==> src/rtl/hazard_fwd_unit.sv <==
// Hazard/forwarding controller: EX/MEM/WB shadow pipeline, ALU forwarding selects, load-use stall FSM.
// Optional macro FWD_MEM2MEM_EN enables WB->MEM store-data forwarding and skips store-data stalls.
module hazard_fwd_unit #(
  parameter int unsigned REG_AW     = 4,
  parameter int unsigned LOAD_STALL = 1,
  parameter bit          R0_ZERO    = 1'b1
) (
  input  logic              clk,
  input  logic              rst_n,
  input  logic              id_valid,
  input  logic [REG_AW-1:0] id_src1,
  input  logic [REG_AW-1:0] id_src2,
  input  logic              id_use_src2,
  input  logic [REG_AW-1:0] id_dst,
  input  logic              id_regwrite,
  input  logic              id_memread,
  input  logic              id_memwrite,
  input  logic              flush,
  output logic              stall,
  output logic [1:0]        fwd_a,
  output logic [1:0]        fwd_b,
  output logic              fwd_mem
);

  typedef struct packed {
    logic              valid;
    logic [REG_AW-1:0] src1;
    logic [REG_AW-1:0] src2;
    logic              use2;
    logic [REG_AW-1:0] dst;
    logic              regwrite;
    logic              memread;
    logic              memwrite;
  } stage_t;

  typedef enum logic {StIdle, StStall} state_e;

  // The detection cycle is itself the first stall cycle; StStall covers the remaining ones.
  localparam logic [1:0] CntInit = (LOAD_STALL > 1) ? 2'(LOAD_STALL - 2) : 2'd0;

  stage_t ex_q, mem_q, wb_q, id_rec;
  state_e state_q;
  logic [1:0] cnt_q;
  logic src2_hz, load_use;

  function automatic logic match(stage_t st, logic [REG_AW-1:0] s);
    return st.valid && st.regwrite && (s == st.dst) && !(R0_ZERO && (st.dst == '0));
  endfunction

  always_comb begin
    id_rec          = '0;
    id_rec.valid    = id_valid;
    id_rec.src1     = id_src1;
    id_rec.src2     = id_src2;
    id_rec.use2     = id_use_src2;
    id_rec.dst      = id_dst;
    id_rec.regwrite = id_regwrite;
    id_rec.memread  = id_memread;
    id_rec.memwrite = id_memwrite;
  end

`ifdef FWD_MEM2MEM_EN
  assign src2_hz = id_use_src2 && !id_memwrite && match(ex_q, id_src2);
  assign fwd_mem = mem_q.valid && mem_q.memwrite && wb_q.memread && match(wb_q, mem_q.src2);
`else
  assign src2_hz = id_use_src2 && match(ex_q, id_src2);
  assign fwd_mem = 1'b0;
`endif

  assign load_use = ex_q.valid && ex_q.memread && (match(ex_q, id_src1) || src2_hz);
  assign stall    = !flush && ((state_q == StStall) || (load_use && id_valid));

  always_comb begin
    fwd_a = 2'b00;
    if (match(mem_q, ex_q.src1))     fwd_a = 2'b10;
    else if (match(wb_q, ex_q.src1)) fwd_a = 2'b01;
    fwd_b = 2'b00;
    if (ex_q.use2) begin
      if (match(mem_q, ex_q.src2))     fwd_b = 2'b10;
      else if (match(wb_q, ex_q.src2)) fwd_b = 2'b01;
    end
  end

  // Bubbles are all-zero so stale register numbers never leak into forwarding.
  always_ff @(posedge clk) begin
    if (!rst_n) begin
      ex_q  <= '0;
      mem_q <= '0;
      wb_q  <= '0;
    end else begin
      ex_q  <= (id_valid && !stall && !flush) ? id_rec : '0;
      mem_q <= ex_q;
      wb_q  <= mem_q;
    end
  end

  always_ff @(posedge clk) begin
    if (!rst_n || flush) begin
      state_q <= StIdle;
      cnt_q   <= 2'd0;
    end else begin
      unique case (state_q)
        StIdle: begin
          if (load_use && id_valid && (LOAD_STALL > 1)) begin
            state_q <= StStall;
            cnt_q   <= CntInit;
          end
        end
        StStall: begin
          if (cnt_q == 2'd0) state_q <= StIdle;
          else               cnt_q   <= cnt_q - 2'd1;
        end
        default: state_q <= StIdle;
      endcase
    end
  end

  logic unused_bits;
  assign unused_bits = ^{ex_q, mem_q, wb_q, id_memwrite};

endmodule

==> config.mk <==
export PLATFORM = sky130hd
export DESIGN_NAME = hazard_fwd_unit
export DESIGN_NICKNAME = d
export VERILOG_FILES = /design/src/rtl/hazard_fwd_unit.sv
export SDC_FILE = /design/constraint.sdc
export NUM_CORES = 1
export LEC_CHECK = 0
export CORE_MARGIN = 2
export CORE_UTILIZATION = 45
export CTS_CLUSTER_DIAMETER = 40
export CTS_CLUSTER_SIZE = 20
export DETAILED_ROUTE_END_ITERATION = 16
export PLACE_DENSITY = 0.73
export SLEW_MARGIN = 10
export SYNTH_ARGS = -nofsm -noshare
export SYNTH_HDL_FRONTEND = slang
export SYNTH_SLANG_ARGS = --single-unit
==> constraint.sdc <==
create_clock -name clk -period 2.4 [get_ports clk]
set_clock_uncertainty 0.1 [all_clocks]
set_input_delay 0.72 -clock clk [delete_from_list [all_inputs] [get_ports clk]]
set_output_delay 0.72 -clock clk [all_outputs]
set_load 0.005 [all_outputs]
==> flow_metrics.py <==
metrics = {
    "status": {
        "run_status": "complete, but fails checks",
        "violations": "setup timing",
    },
    "logic_synthesis": {
        "synth.most_common_cell": "dfxtp_1",
        "synth_ff_type": "dfxtp_1",
        "netlist_top_cells_count": "31 x dfxtp_1, 20 x xnor2_1, 17 x nand2_1, 17 x nor3_1, 12 x and2_1",
        "synthCells": 144,
        "yosysTopAreaCellShare_pct": 46.3,
        "synth-seq-cells": 31,
        "synthArstFlopShare_pct": 0,
        "synth_top_area_cell": "dfxtp_1",
        "ys_types": 29,
        "synth.area.top_cells": "dfxtp_1 46%, xnor2_1 13%, nor3_1 6.3%",
        "syn-cell-area_sq_um": 1340,
        "ys_seq_area_share_pct": 46.3,
        "syn_nets": 165,
        "avgSynthCellArea_sq_um": 9.31,
        "synth-edff-count": 0,
        "yosysWarnings": 0,
    },
    "die": {
        "num_io_pins": 26,
        "fp.dieW_microns": 58.6,
        "core_sq_um": 2780,
        "die_height_microns": 58.6,
        "core.rowCount": 19,
        "start_util_pct": 48.2,
        "die_area_sq_um": 3430,
    },
    "route": {
        "dr.pass1.iters": 4,
        "drt-vias-per-instance": 5.00,
        "vias": 1091,
        "detail-route-antenna-nets": 0,
        "drc": 0,
        "routedWlPerCell_microns": 13.4,
        "drtIter0Drc": 19,
        "drt_wl_total_microns": 2920,
    },
    "power_and_ir_drop": {
        "p_switching_uw": 217,
        "seqPwrFrac_pct": 59.4,
        "sw_frac_of_total_pct": 24.1,
        "pwr-share-comb_pct": 10.7,
        "p_per_area_nw_per_um2": 495,
        "p_leak_nw": 0.756,
        "p_int_uw": 682,
        "ir_drop_uv": 354,
        "finalPower_uw": 898,
        "p_clk_share_pct": 30.0,
    },
    "cells_and_area": {
        "regArea_sq_um": 623,
        "n_antenna_cell": 0,
        "final_util_pct": 65.3,
        "design_area_sq_um": 1820,
        "layout.cells.non_filler": 218,
        "multi_input_area_sq_um": 729,
        "drive_gt1_share_pct": 28.3,
        "syn_to_final_growth_pct": 35.5,
        "fin_nets": 209,
        "nFillCells": 231,
    },
    "flow_run": {
        "timing.max_cap.violations": 0,
    },
    "global_routing": {
        "grt_pass1_wl_microns": 4900,
        "grt_pass1_vias": 1153,
        "antenna_found_initial": 0,
        "grt.overflow.total": 0,
        "grtUsageTotal_pct": 19.8,
        "grt_max_degree": 17,
    },
    "place": {
        "place.gp.congestion": 0.866,
        "port_buffers": 23,
        "placed_area_sq_um": 1700,
        "dpl.hpwl_microns": 2070,
        "place_inst": 208,
    },
    "setup_path": {
        "cp-endpoint": "stall",
        "crit_path_start_kind": "input port",
        "timing.rr.end": "ex_q[7]$_SDFF_PN0_",
        "critical_path_class": "input port to output pin",
        "crit_fanout": 2,
        "cp.arrival_ps": 1810,
        "reg2reg_depth": 8,
        "startpoint": "id_valid",
        "cp_data_required_time_ps": 1580,
        "r2r-start": "ex_q[2]$_SDFF_PN0_",
        "end_kind": "output pin",
        "timing.reg2reg.setup_slack_ps": 600,
    },
    "sta": {
        "hold_violations": 0,
        "fin_crit_sh_pct": 110,
        "holdWs_ps": 396,
        "max_slew_margin_pct": 64.2,
        "rsz0062_at_grt": "true",
        "worstMarginPinSlew_ps": 537,
        "setup_viol": 4,
        "min_period_ps": 2630,
        "drv_slew": 0,
        "max_clock_freq_ghz": 0.380,
        "worst_slack_ps": -230,
    },
    "cts": {
        "ctsHoldBuffers": 0,
        "path_clk_slew_ps": 90,
        "clk_latency_ps": 330,
        "clockBufferDepth": 2,
        "cts_tree": "yes",
        "cts-root-buf": "clkbuf_4",
        "htreeDepth": 2,
        "numCtsBuffers": 5,
        "cts.sinks": 31,
    },
    "worst_hold_path": {
        "hp-class": "flop to flop",
    },
}
## metal layers
metal | up-vias | global-route usage (%) | part of all wire [%]
met1 | 485 | 21.9 | 42
met4 | 0 | 12.7 | 4.2
met5 | - | 0 | 0
met2 | 32 | 33.7 | 49
met3 | 12 | 5.05 | 4.2
li1 | 562 | - | -
## worst max-delay path, stage by stage
cell     delay (ps)
buf_6            90
nand4_1          90
buf_4           120
buf_4            90
buf_4           110
nor2_4           40
and4_1          160
a211o_1         260
buf_2           130
## worst min path at each step
stage	startpoint	end	slack [ps]	depth (start not counted)
finish	ex_q[2]$_SDFF_PN0_	mem_q[2]$_SDFF_PN0_	400	1
CTS	ex_q[16]$_SDFF_PN0_	mem_q[16]$_SDFF_PN0_	390	1
global route	ex_q[2]$_SDFF_PN0_	mem_q[2]$_SDFF_PN0_	410	1
global placement	mem_q[16]$_SDFF_PN0_	wb_q[16]$_SDFF_PN0_	340	1
floorplan	mem_q[2]$_SDFF_PN0_	wb_q[2]$_SDFF_PN0_	330	1
detailed placement	mem_q[16]$_SDFF_PN0_	wb_q[16]$_SDFF_PN0_	340	1
## kinds of logic (layout without fill, tap and decap cells)
group,count (synthesis),count (layout),share of synthesized area (%)
AOI/OAI and AO/OA,3,3,1.87
xor gates and xnor gates,25,25,16.3
adders and majority gates,1,1,0.934
buffers and inverters,10,53,4.86
DFF,31,31,46.3
other,1,1,0.280
and+or+nand+nor,73,73,29.4
## through the flow
step | setup TNS [ps] | setup slack, ps
2_1_floorplan | -8.46 | -8.46
3_3_place_gp | -3000 | -965
3_5_place_dp | -3400 | -993
4_1_cts | -400 | -263
5_1_grt | -636 | -268
6_report | -317 | -230
## layout by cell type (no fill, tap or decap), types with 2 or more instances in the layout
cell type / count
nand3_1: 3
inv_2: 2
dfxtp_1: 29
dlygate4sd2_1: 4
buf_4: 18
inv_1: 2
nand4_1: 4
and2_1: 11
clkdlybuf4s50_1: 7
buf_2: 5
clkbuf_4: 5
nor2_1: 3
and3_1: 2
nor3_1: 15
nor2_4: 4
or4_4: 2
xor2_1: 5
nand2_1: 17
dfxtp_2: 2
xnor2_1: 20
clkdlybuf4s15_1: 2
buf_6: 4
## power groups by stage
stage / Clock [mW] / Sequential [mW] / Combinational [mW]
3_5_place_dp: 0 / 0.544 / 0.0908
3_3_place_gp: 0 / 0.544 / 0.0887
4_1_cts: 0.272 / 0.532 / 0.0916
2_1_floorplan: 0 / 0.544 / 0.0408
6_report: 0.269 / 0.533 / 0.0959
5_1_grt: 0.291 / 0.535 / 0.105
## flip-flops by register name (all words and copies together), names as in the netlist
| name | count |
|---|---|
| cnt_q | 2 |
| mem_q | 6 |
| state_q | 1 |
| ex_q | 16 |
| wb_q | 6 |
## layout make-up
class	count	share of cell area [%]
inverters	4	0.827
well taps	31	2.14
clock buffers	6	2.27
multi-input cells	103	40.2
flip-flops and latches	31	34.3
repair buffers	43	20.3
## repair_timing
item | CTS | global route
gates resized for setup | 52 | 14
pin swaps | 16 | 10
setup endpoints to repair | 5 | 5
buffers inserted | 4 | 0
Note: power is estimated with default switching activity, not from simulation.
